===== config.mk =====
export PLATFORM = sky130hd
export DESIGN_NAME = ifetch_prefetch
export DESIGN_NICKNAME = d
export VERILOG_FILES = /design/src/rtl/harvos_pkg.sv /design/src/rtl/ifetch_prefetch_queue.sv /design/src/rtl/ifetch_prefetch.sv
export SDC_FILE = /design/constraint.sdc
export NUM_CORES = 1
export LEC_CHECK = 0
export BUFFER_PORTS_ARGS = -buffer_cell sky130_fd_sc_hd__buf_2
export CORE_MARGIN = 2
export CORE_UTILIZATION = 61
export DETAILED_ROUTE_END_ITERATION = 7
export GPL_ROUTABILITY_DRIVEN = 0
export PLACE_DENSITY = 0.82
export RECOVER_POWER = 100
export SYNTH_ARGS = -nofsm -noshare
export SYNTH_HDL_FRONTEND = slang
export SYNTH_SLANG_ARGS = --single-unit

===== constraint.sdc =====
create_clock -name clk -period 8.25 [get_ports clk]
set_clock_uncertainty 0.2 [all_clocks]
set_input_delay 0.4125 -clock clk [delete_from_list [all_inputs] [get_ports clk]]
set_output_delay 0.4125 -clock clk [all_outputs]
set_load 0.02 [all_outputs]

===== src/rtl/harvos_pkg.sv =====
// Shared types and constants for the instruction-fetch front end.
package harvos_pkg;

    localparam int unsigned ILEN_BYTES = 4;

    typedef enum logic [0:0] {
        F_IDLE = 1'b0,
        F_WAIT = 1'b1
    } fetch_state_e;

    typedef struct packed {
        logic [31:0] data;
        logic [31:0] pc;
        logic        fault;
    } fetch_entry_t;

endpackage


===== src/rtl/ifetch_prefetch_queue.sv =====
// Circular instruction queue of fetch entries with flush and occupancy count.
module ifetch_queue
    import harvos_pkg::*;
#(
    parameter int unsigned DEPTH = 4,
    localparam int unsigned PTR_W = $clog2(DEPTH),
    localparam int unsigned CNT_W = PTR_W + 1
) (
    input  logic             clk,
    input  logic             rst_n,
    input  logic             flush,
    input  logic             push,
    input  fetch_entry_t     push_entry,
    input  logic             pop,
    output fetch_entry_t     head,
    output logic [CNT_W-1:0] count
);

    fetch_entry_t     mem_q [DEPTH];
    logic [PTR_W-1:0] rd_ptr_q, rd_ptr_d;
    logic [PTR_W-1:0] wr_ptr_q, wr_ptr_d;
    logic [CNT_W-1:0] count_q, count_d;
    logic             do_push, do_pop;

    // Pointer/count update; flush overrides any push or pop in the same cycle.
    always_comb begin
        do_pop   = pop && (count_q != '0);
        do_push  = push && ((count_q != CNT_W'(DEPTH)) || do_pop);
        rd_ptr_d = rd_ptr_q;
        wr_ptr_d = wr_ptr_q;
        count_d  = count_q;
        if (flush) begin
            rd_ptr_d = '0;
            wr_ptr_d = '0;
            count_d  = '0;
        end else begin
            if (do_pop) begin
                rd_ptr_d = rd_ptr_q + PTR_W'(1);
            end
            if (do_push) begin
                wr_ptr_d = wr_ptr_q + PTR_W'(1);
            end
            case ({do_push, do_pop})
                2'b10:   count_d = count_q + CNT_W'(1);
                2'b01:   count_d = count_q - CNT_W'(1);
                default: count_d = count_q;
            endcase
        end
    end

    always_ff @(posedge clk or negedge rst_n) begin
        if (!rst_n) begin
            rd_ptr_q <= '0;
            wr_ptr_q <= '0;
            count_q  <= '0;
        end else begin
            rd_ptr_q <= rd_ptr_d;
            wr_ptr_q <= wr_ptr_d;
            count_q  <= count_d;
        end
    end

    // Storage needs no reset: entries are only visible while counted.
    always_ff @(posedge clk) begin
        if (do_push && !flush) begin
            mem_q[wr_ptr_q] <= push_entry;
        end
    end

    assign head  = mem_q[rd_ptr_q];
    assign count = count_q;

endmodule


===== src/rtl/ifetch_prefetch.sv =====
// Instruction-fetch front end: sequential PC generation, single outstanding
// icache request, redirect/FENCE.I kill handling and a decode-side queue.
module ifetch_prefetch
    import harvos_pkg::*;
#(
    parameter logic [31:0] RESET_PC = 32'h0000_0000,
    parameter int unsigned QDEPTH   = 4
) (
    input  logic        clk,
    input  logic        rst_n,
    input  logic        redirect_valid,
    input  logic [31:0] redirect_pc,
    input  logic        fence_i,
    output logic        cache_req,
    output logic [31:0] cache_addr,
    input  logic [31:0] cache_rdata,
    input  logic        cache_rvalid,
    input  logic        cache_fault,
    output logic        cache_flush,
    output logic        instr_valid,
    input  logic        instr_ready,
    output logic [31:0] instr_data,
    output logic [31:0] instr_pc,
    output logic        instr_fault,
    output logic        fetch_busy
);

    localparam int unsigned CNT_W = $clog2(QDEPTH) + 1;

    fetch_state_e     state_q, state_d;
    logic [31:0]      pc_q, pc_d;
    logic             drop_q, drop_d;
    logic             halted_q, halted_d;
    logic             redirect, resp, issue, enq;
    fetch_entry_t     enq_entry, head;
    logic [CNT_W-1:0] q_count;

    assign redirect = redirect_valid | fence_i;
    assign resp     = cache_rvalid | cache_fault;

    // Next-state: redirect wins; otherwise IDLE issues, WAIT retires the response.
    always_comb begin
        state_d   = state_q;
        pc_d      = pc_q;
        drop_d    = drop_q;
        halted_d  = halted_q;
        issue     = 1'b0;
        enq       = 1'b0;
        enq_entry = '{data: cache_rdata, pc: pc_q, fault: cache_fault};
        if (redirect) begin
            pc_d     = {redirect_pc[31:2], 2'b00};
            halted_d = 1'b0;
            if (state_q == F_WAIT) begin
                if (resp) begin
                    state_d = F_IDLE;
                    drop_d  = 1'b0;
                end else begin
                    drop_d  = 1'b1;
                end
            end
        end else begin
            case (state_q)
                F_IDLE: begin
                    // Empty slot in IDLE doubles as the reservation for this request.
                    if (!halted_q && (q_count < CNT_W'(QDEPTH))) begin
                        issue   = 1'b1;
                        state_d = F_WAIT;
                    end
                end
                F_WAIT: begin
                    if (resp) begin
                        state_d = F_IDLE;
                        if (drop_q) begin
                            drop_d = 1'b0;
                        end else begin
                            enq = 1'b1;
                            if (cache_fault) begin
                                halted_d = 1'b1;
                            end else begin
                                pc_d = pc_q + 32'(ILEN_BYTES);
                            end
                        end
                    end
                end
                default: state_d = F_IDLE;
            endcase
        end
    end

    always_ff @(posedge clk or negedge rst_n) begin
        if (!rst_n) begin
            state_q  <= F_IDLE;
            pc_q     <= RESET_PC;
            drop_q   <= 1'b0;
            halted_q <= 1'b0;
        end else begin
            state_q  <= state_d;
            pc_q     <= pc_d;
            drop_q   <= drop_d;
            halted_q <= halted_d;
        end
    end

    ifetch_queue #(
        .DEPTH (QDEPTH)
    ) u_queue (
        .clk        (clk),
        .rst_n      (rst_n),
        .flush      (redirect),
        .push       (enq),
        .push_entry (enq_entry),
        .pop        (instr_valid & instr_ready),
        .head       (head),
        .count      (q_count)
    );

    // Reset gating keeps the combinational request/flush quiet while rst_n is low.
    assign cache_req   = issue & rst_n;
    assign cache_addr  = cache_req ? pc_q : 32'h0;
    assign cache_flush = fence_i & rst_n;
    assign fetch_busy  = (state_q == F_WAIT) | drop_q;

    assign instr_valid = (q_count != '0);
    assign instr_data  = instr_valid ? head.data : 32'h0;
    assign instr_pc    = instr_valid ? head.pc : 32'h0;
    assign instr_fault = instr_valid & head.fault;

endmodule


Word level (Yosys, flattened, before mapping)
Memories as Yosys holds them, arrays and structs flattened.
Index checks and enable logic that the tools add are counted.
{"block": "op_classes", "n_addsub": 5, "order_cmp": 1, "n_eq_ne": 5, "n_mux": 36, "bitwise_logic": 8, "n_reduce_logical": 17}
{"operator": "32-bit two-way mux", "n": 8}
{"operator": "32-bit by 3-bit adder with 32-bit output (second input constant)", "n": 1}
{"operator": "1-bit two-way mux", "n": 21}
{"operator": "2-bit nonzero test", "n": 5}
{"operator": "2-bit two-way mux", "n": 4}
{"operator": "4-bit AND reduction", "n": 2}
{"operator": "3-bit case mux with 2 select lines", "n": 1}
{"operator": "3-bit nonzero test", "n": 2}
{"operator": "2-bit by 1-bit adder with 2-bit output (second input constant)", "n": 2}
{"operator": "1-bit AND", "n": 4}
{"operator": "1-bit logical AND", "n": 4}
{"operator": "2-bit by 1-bit != test with 1-bit output (second input constant)", "n": 2}
{"operator": "3-bit by 1-bit adder with 3-bit output (second input constant)", "n": 1}
{"operator": "3-bit less-than comparator (second input constant)", "n": 1}
{"operator": "3-bit two-way mux", "n": 1}
{"operator": "3-bit != test (second input constant)", "n": 1}
{"operator": "1-bit bitwise OR", "n": 3}
{"operator": "3-bit by 1-bit subtractor with 3-bit output (second input constant)", "n": 1}
{"operator": "2-bit by 1-bit equality test with 1-bit output (second input constant)", "n": 1}
{"operator": "2-bit equality test (second input constant)", "n": 1}
{"operator": "1-bit zero test", "n": 2}
{"operator": "1-bit case mux with 2 select lines", "n": 1}
{"operator": "2-bit AND reduction", "n": 1}
{"operator": "1-bit logical OR", "n": 1}
{"operator": "1-bit inverter", "n": 1}
{"block": "word_totals", "regBits": 42, "ram_bits": 260, "in_bits": 71, "output_inout_bits": 101, "word_cells": 80, "memories": 1}
{"name": "u_queue.mem_q", "words": 4, "width": 65, "rd": 1, "rd_clocked_by_memory_dff": 0, "write_ports": 1, "line": "ifetch_prefetch_queue.sv:19", "text": "fetch_entry_t mem_q [DEPTH];"}

Logic depth before layout (Yosys ltp)
{"block": "logic_depth", "word_depth": 8, "ltp_mapped": 7, "ltp_nobuf": 6}

By module
A second synthesis with hierarchy kept.
{"block": "hier_totals", "hier_cells": 728, "area_unflattened_um2": 12559.5}
{"mod": "ifetch_queue", "instances": 1, "cells_per_inst": 403, "area_each_um2": 9987.1, "seq_area_each_um2": 7982.7}
{"mod": "ifetch_prefetch", "instances": 1, "cells_per_inst": 325, "area_each_um2": 2572.5, "seq_area_each_um2": 825.8}

Worst setup path after synthesis
Ideal clock, no wire load.
{"block": "synth_path", "path_type": "in2reg", "start": "in fence_i", "end": "mem u_queue.mem_q[0][0] in the netlist's numbering (enable)", "setup_time_ns": 0.428, "t_arrival_ns": 2.936, "t_required_ns": 7.622, "path_slack_ns": 4.687, "path_stages": 4, "path_buffers": 1, "path_cell_list": "or2_0 > clkbuf_1 > nor4b_2 > and2_1"}
{"block": "synth_between", "elab_chain_len": 6, "word_cells_on_any_way": 7, "cone_classes": "mux (3); bitwise (1); reduce/logical (3)"}
{"element": "start, declared", "line": "ifetch_prefetch.sv:13", "text": "input logic fence_i,"}
{"element": "1-bit bitwise OR *", "line": "ifetch_prefetch.sv:38", "text": "assign redirect = redirect_valid | fence_i;"}
{"element": "1-bit two-way mux", "line": "ifetch_prefetch.sv:50", "text": "if (redirect) begin"}
{"element": "1-bit logical AND", "line": "ifetch_prefetch_queue.sv:28", "text": "do_push = push && ((count_q != CNT_W'(DEPTH)) || do_pop);"}
{"element": "1-bit logical AND *", "line": "ifetch_prefetch_queue.sv:65", "text": "if (do_push && !flush) begin"}
{"element": "1-bit two-way mux *", "line": "ifetch_prefetch_queue.sv:65"}
{"element": "1-bit two-way mux (not written as such) *", "line": "ifetch_prefetch_queue.sv:66", "text": "mem_q[wr_ptr_q] <= push_entry;"}
{"element": "end, declared", "line": "ifetch_prefetch_queue.sv:19"}
Every way passes the cells marked *; elsewhere a longest branch is shown, timed or not.

Final worst setup path
{"block": "layout_path", "start": "in rst_n", "end": "out cache_addr[19]"}
{"block": "layout_between", "elab_chain_len": 2}
{"element": "start, declared", "line": "ifetch_prefetch.sv:10", "text": "input logic rst_n,"}
{"element": "1-bit AND", "line": "ifetch_prefetch.sv:118", "text": "assign cache_req = issue & rst_n;"}
{"element": "32-bit two-way mux", "line": "ifetch_prefetch.sv:119", "text": "assign cache_addr = cache_req ? pc_q : 32'h0;"}
{"element": "end, declared", "line": "ifetch_prefetch.sv:15", "text": "output logic [31:0] cache_addr,"}
Every way passes these cells.

==> implementation parameters <==
Parameter                              Value

Layout
  Commonest cells after routing, fill and taps aside    sky130_fd_sc_hd__edfxtp_1 (252), sky130_fd_sc_hd__buf_2 (103), sky130_fd_sc_hd__and2_0 (68)
  Fraction of the core area covered by cells at the end of the flow    75.1%
  Post-route non-filler standard cell count    1215
  Relative area change from synthesis to final layout    21.1%
  Layout cells sized above 1    23.5%
  Most common cell after layout, fill and taps aside    sky130_fd_sc_hd__edfxtp_1
  N_diodes    0
  Filler instances    1203
  Net count reported at finish    between 1000 and 1500

Worst setup path
  Top delay family on crit path    buffers and inverters
  Worst Path Required    ~7.6 ns
  Critical path startpoint category    input port
  Top fanout value on the critical path    42
  Element type at the critical path end    output pin
  Worst Path Buf+Inv    4
  Largest stage delay, worst path    between 1.5 and 2 ns
  Register-to-Register Path Depth    3
  Startpoint of the worst setup timing path    rst_n
  Worst setup path class    in -> out
  Register-to-register setup slack    ~4.5 ns
  End of the worst register-to-register path    u_queue.mem_q[3][28]
  Crit-path most repeated cell    sky130_fd_sc_hd__clkbuf_1
  Arrival time reported for the critical path endpoint    4.91 ns
  FF-to-FF Start    state_q
  Crit-path slowest cell    sky130_fd_sc_hd__clkbuf_1
  CP cell instances    dlygate4sd3_1 -> clkbuf_1 -> nand2b_1 -> nor4_1 -> buf_4 -> and2_1 -> clkbuf_1

Global route
  Antenna violations before repair    0
  Global-route wire length before repair    between 30000 and 40000 µm
  Maximum number of pins on one net before global-route repair    67
  Remaining Overflow, GRT    0
  Total GRT Usage    roughly 24%
  Number of global-route vias before repair    7310

Clock network
  CTS tree    built
  CTS clock-pin slew for the worst setup and hold paths    0.06 ns
  Longest Clk Path Bufs    3
  Maximum level of the CTS H-tree    1
  CTS Root Cell    sky130_fd_sc_hd__clkbuf_16
  # Post-CTS Setup Buffers    0
  Cts hold-fix bufs    66
  Post-cts gate resize count    0
  CTS sink count    292
  CTS buffer count    29
  Clock latency on the worst-skew pair    between 0.5 and 0.6 ns

Synthesis
  Mapped cell area    12000 µm²
  Dominant register cell in the synthesized netlist    sky130_fd_sc_hd__edfxtp_1
  Average size of a mapped cell    17.1 µm²
  Number of instances in the synthesized netlist    702
  Ys async rst share    between 10% and 20%
  EDFF count, synth    252
  Number of warning messages in the yosys log    0
  Yosys cell types    43
  Flip-flop and latch count after synthesis    292
  Portion of the post-synthesis area used by sequential elements    71.2%

Floorplan
  Initial cell density of the core    62.0%
  Die Width    144 µm
  Std cell rows    51
  Die height    144 µm
  Core Footprint    19400 µm²
  Die area    around 21000 µm²
  Number of I/O pins    ~170

Drt
  Antenna-violating nets left    0
  Number of iterations in the first detailed-routing pass    5
  Post-detailed-route wirelength per cell    slightly above 20 µm
  Violation count after the first detailed-route iteration    between 600 and 700
  Total routed wirelength    ~25000 µm
  Via count    between 7000 and 8000
  Number of design rule violations left after detail routing    0
  Routed vias/inst    5.89

Timing
  Upper clock frequency limit    181 MHz
  Crit share post-route    66.9%
  Final hold violation count    0
  Fin crit period    5.52 ns
  Final Max Tran Viols    132
  Sum of negative setup slack    0 ns
  Worst slew margin    -57.5%
  Setup violations, final    0
  Worst-Margin Slew    between 2 and 2.5 ns
  Unrepaired setup endpoints after global routing    false

Pwr
  Leakage power figure    between 5 and 6 nW
  Largest vdd supply drop    170 µV
  P per Cell Area    212 nW/µm²

Worst hold path
  Hold Path Stages    4
  WHS Endpoint    state_q
  Min-Delay Path Class    in -> reg
  Startpoint of the most critical hold path    cache_rvalid

Place
  Detailed Place HPWL    14000 µm
  # port buffers    165
  Cell count after placement    1098

Outcome
  Failing checks    capacitance limit, slew limit
  Run status    complete, but fails checks

Run
  Number of maximum-capacitance constraint violations    4
-- worst reg2reg max path, cell delays in order (launching register included) --
cell	delay, ns
sky130_fd_sc_hd__dfrtp_1	0.46
sky130_fd_sc_hd__nor2b_1	0.35
sky130_fd_sc_hd__nor4b_1	1.34
sky130_fd_sc_hd__and2_4	0.98
-- layout make-up --
type,count,area [µm²],area share (%)
flip-flops and latches,292,8570,58.8
repair buffers,236,1440,9.90
well taps,265,332,2.28
inverters,7,26.3,0.180
clock inverters,15,153,1.05
multi-input cells,364,3270,22.4
clock buffers,36,782,5.37
-- layer usage --
metal / up-vias / part of all wire [%] / track usage [%]
met5: - / 0 / 0
met4: 0 / 2.2 / 7.26
met3: 53 / 7.4 / 4.04
met2: 341 / 50 / 41.3
met1: 3564 / 40 / 32.0
li1: 3194 / - / -
-- worst max path at each step --
stage | to | depth (start not counted)
4_1_cts | cache_addr[14] | 7
3_3_place_gp | cache_addr[14] | 6
6_report | cache_addr[19] | 7
5_1_grt | cache_addr[12] | 7
3_5_place_dp | cache_addr[14] | 6
2_1_floorplan | u_queue.mem_q[0][0] | 4
-- state kept, by name (all words and copies together) (netlist names) --
register and cells:
pc_q 30, halted_q 1, u_queue.count 3, drop_q 1, u_queue.mem_q 252, u_queue.rd_ptr_q 2, state_q 1, u_queue.wr_ptr_q 2
-- cells by family after synthesis --
group	after synthesis	synth area share, %
other	1	0.0312
multiplexers	66	12.0
AND/OR/NAND/NOR	216	10.3
flip-flops	292	71.2
AO/OA/AOI/OAI	61	3.16
buffers and inverters	49	1.78
adder cells (fa/ha/maj)	6	0.686
XOR/XNOR	11	0.801
-- where the power goes --
part / internal (mW) / switching (mW)
Clock: 0.761 / 0.516
Sequential: 1.63 / 0.0364
Combinational: 0.0621 / 0.0769
Total: 2.46 / 0.629
-- metrics by stage --
step | total power [mW] | area (µm²) | setup slack, ns | hold WS, ns
floorplan | 1.75 | 12000 | 4.69 | -0.0831
global placement | 1.80 | 13100 | 4.93 | 0.285
detailed placement | 1.81 | 13100 | 4.84 | 0.308
CTS | 3.10 | 14700 | 4.29 | 0.0136
global route | 3.18 | 14600 | 2.18 | 0.0275
finish | 3.08 | 14600 | 2.73 | 0.0381
-- Yosys cell counts, types with 6 or more instances --
cell	n	area [µm²]
sky130_fd_sc_hd__a21oi_1	6	30.0
sky130_fd_sc_hd__a31oi_1	20	125
sky130_fd_sc_hd__and2_1	98	613
sky130_fd_sc_hd__buf_2	6	30.0
sky130_fd_sc_hd__clkbuf_1	28	105
sky130_fd_sc_hd__dfrtp_1	40	1000
sky130_fd_sc_hd__edfxtp_1	252	7570
sky130_fd_sc_hd__inv_1	7	26.3
sky130_fd_sc_hd__mux4_2	63	1420
sky130_fd_sc_hd__nand2_1	32	120
sky130_fd_sc_hd__nand3_1	9	45.0
sky130_fd_sc_hd__nand4_1	7	43.8
sky130_fd_sc_hd__nor2_1	26	97.6
sky130_fd_sc_hd__o21ai_0	16	80.1
sky130_fd_sc_hd__o31ai_1	15	113
sky130_fd_sc_hd__or3_1	9	56.3
sky130_fd_sc_hd__or4_1	15	113
sky130_fd_sc_hd__xnor2_1	7	61.3
Power figures use the tool's default switching activity.
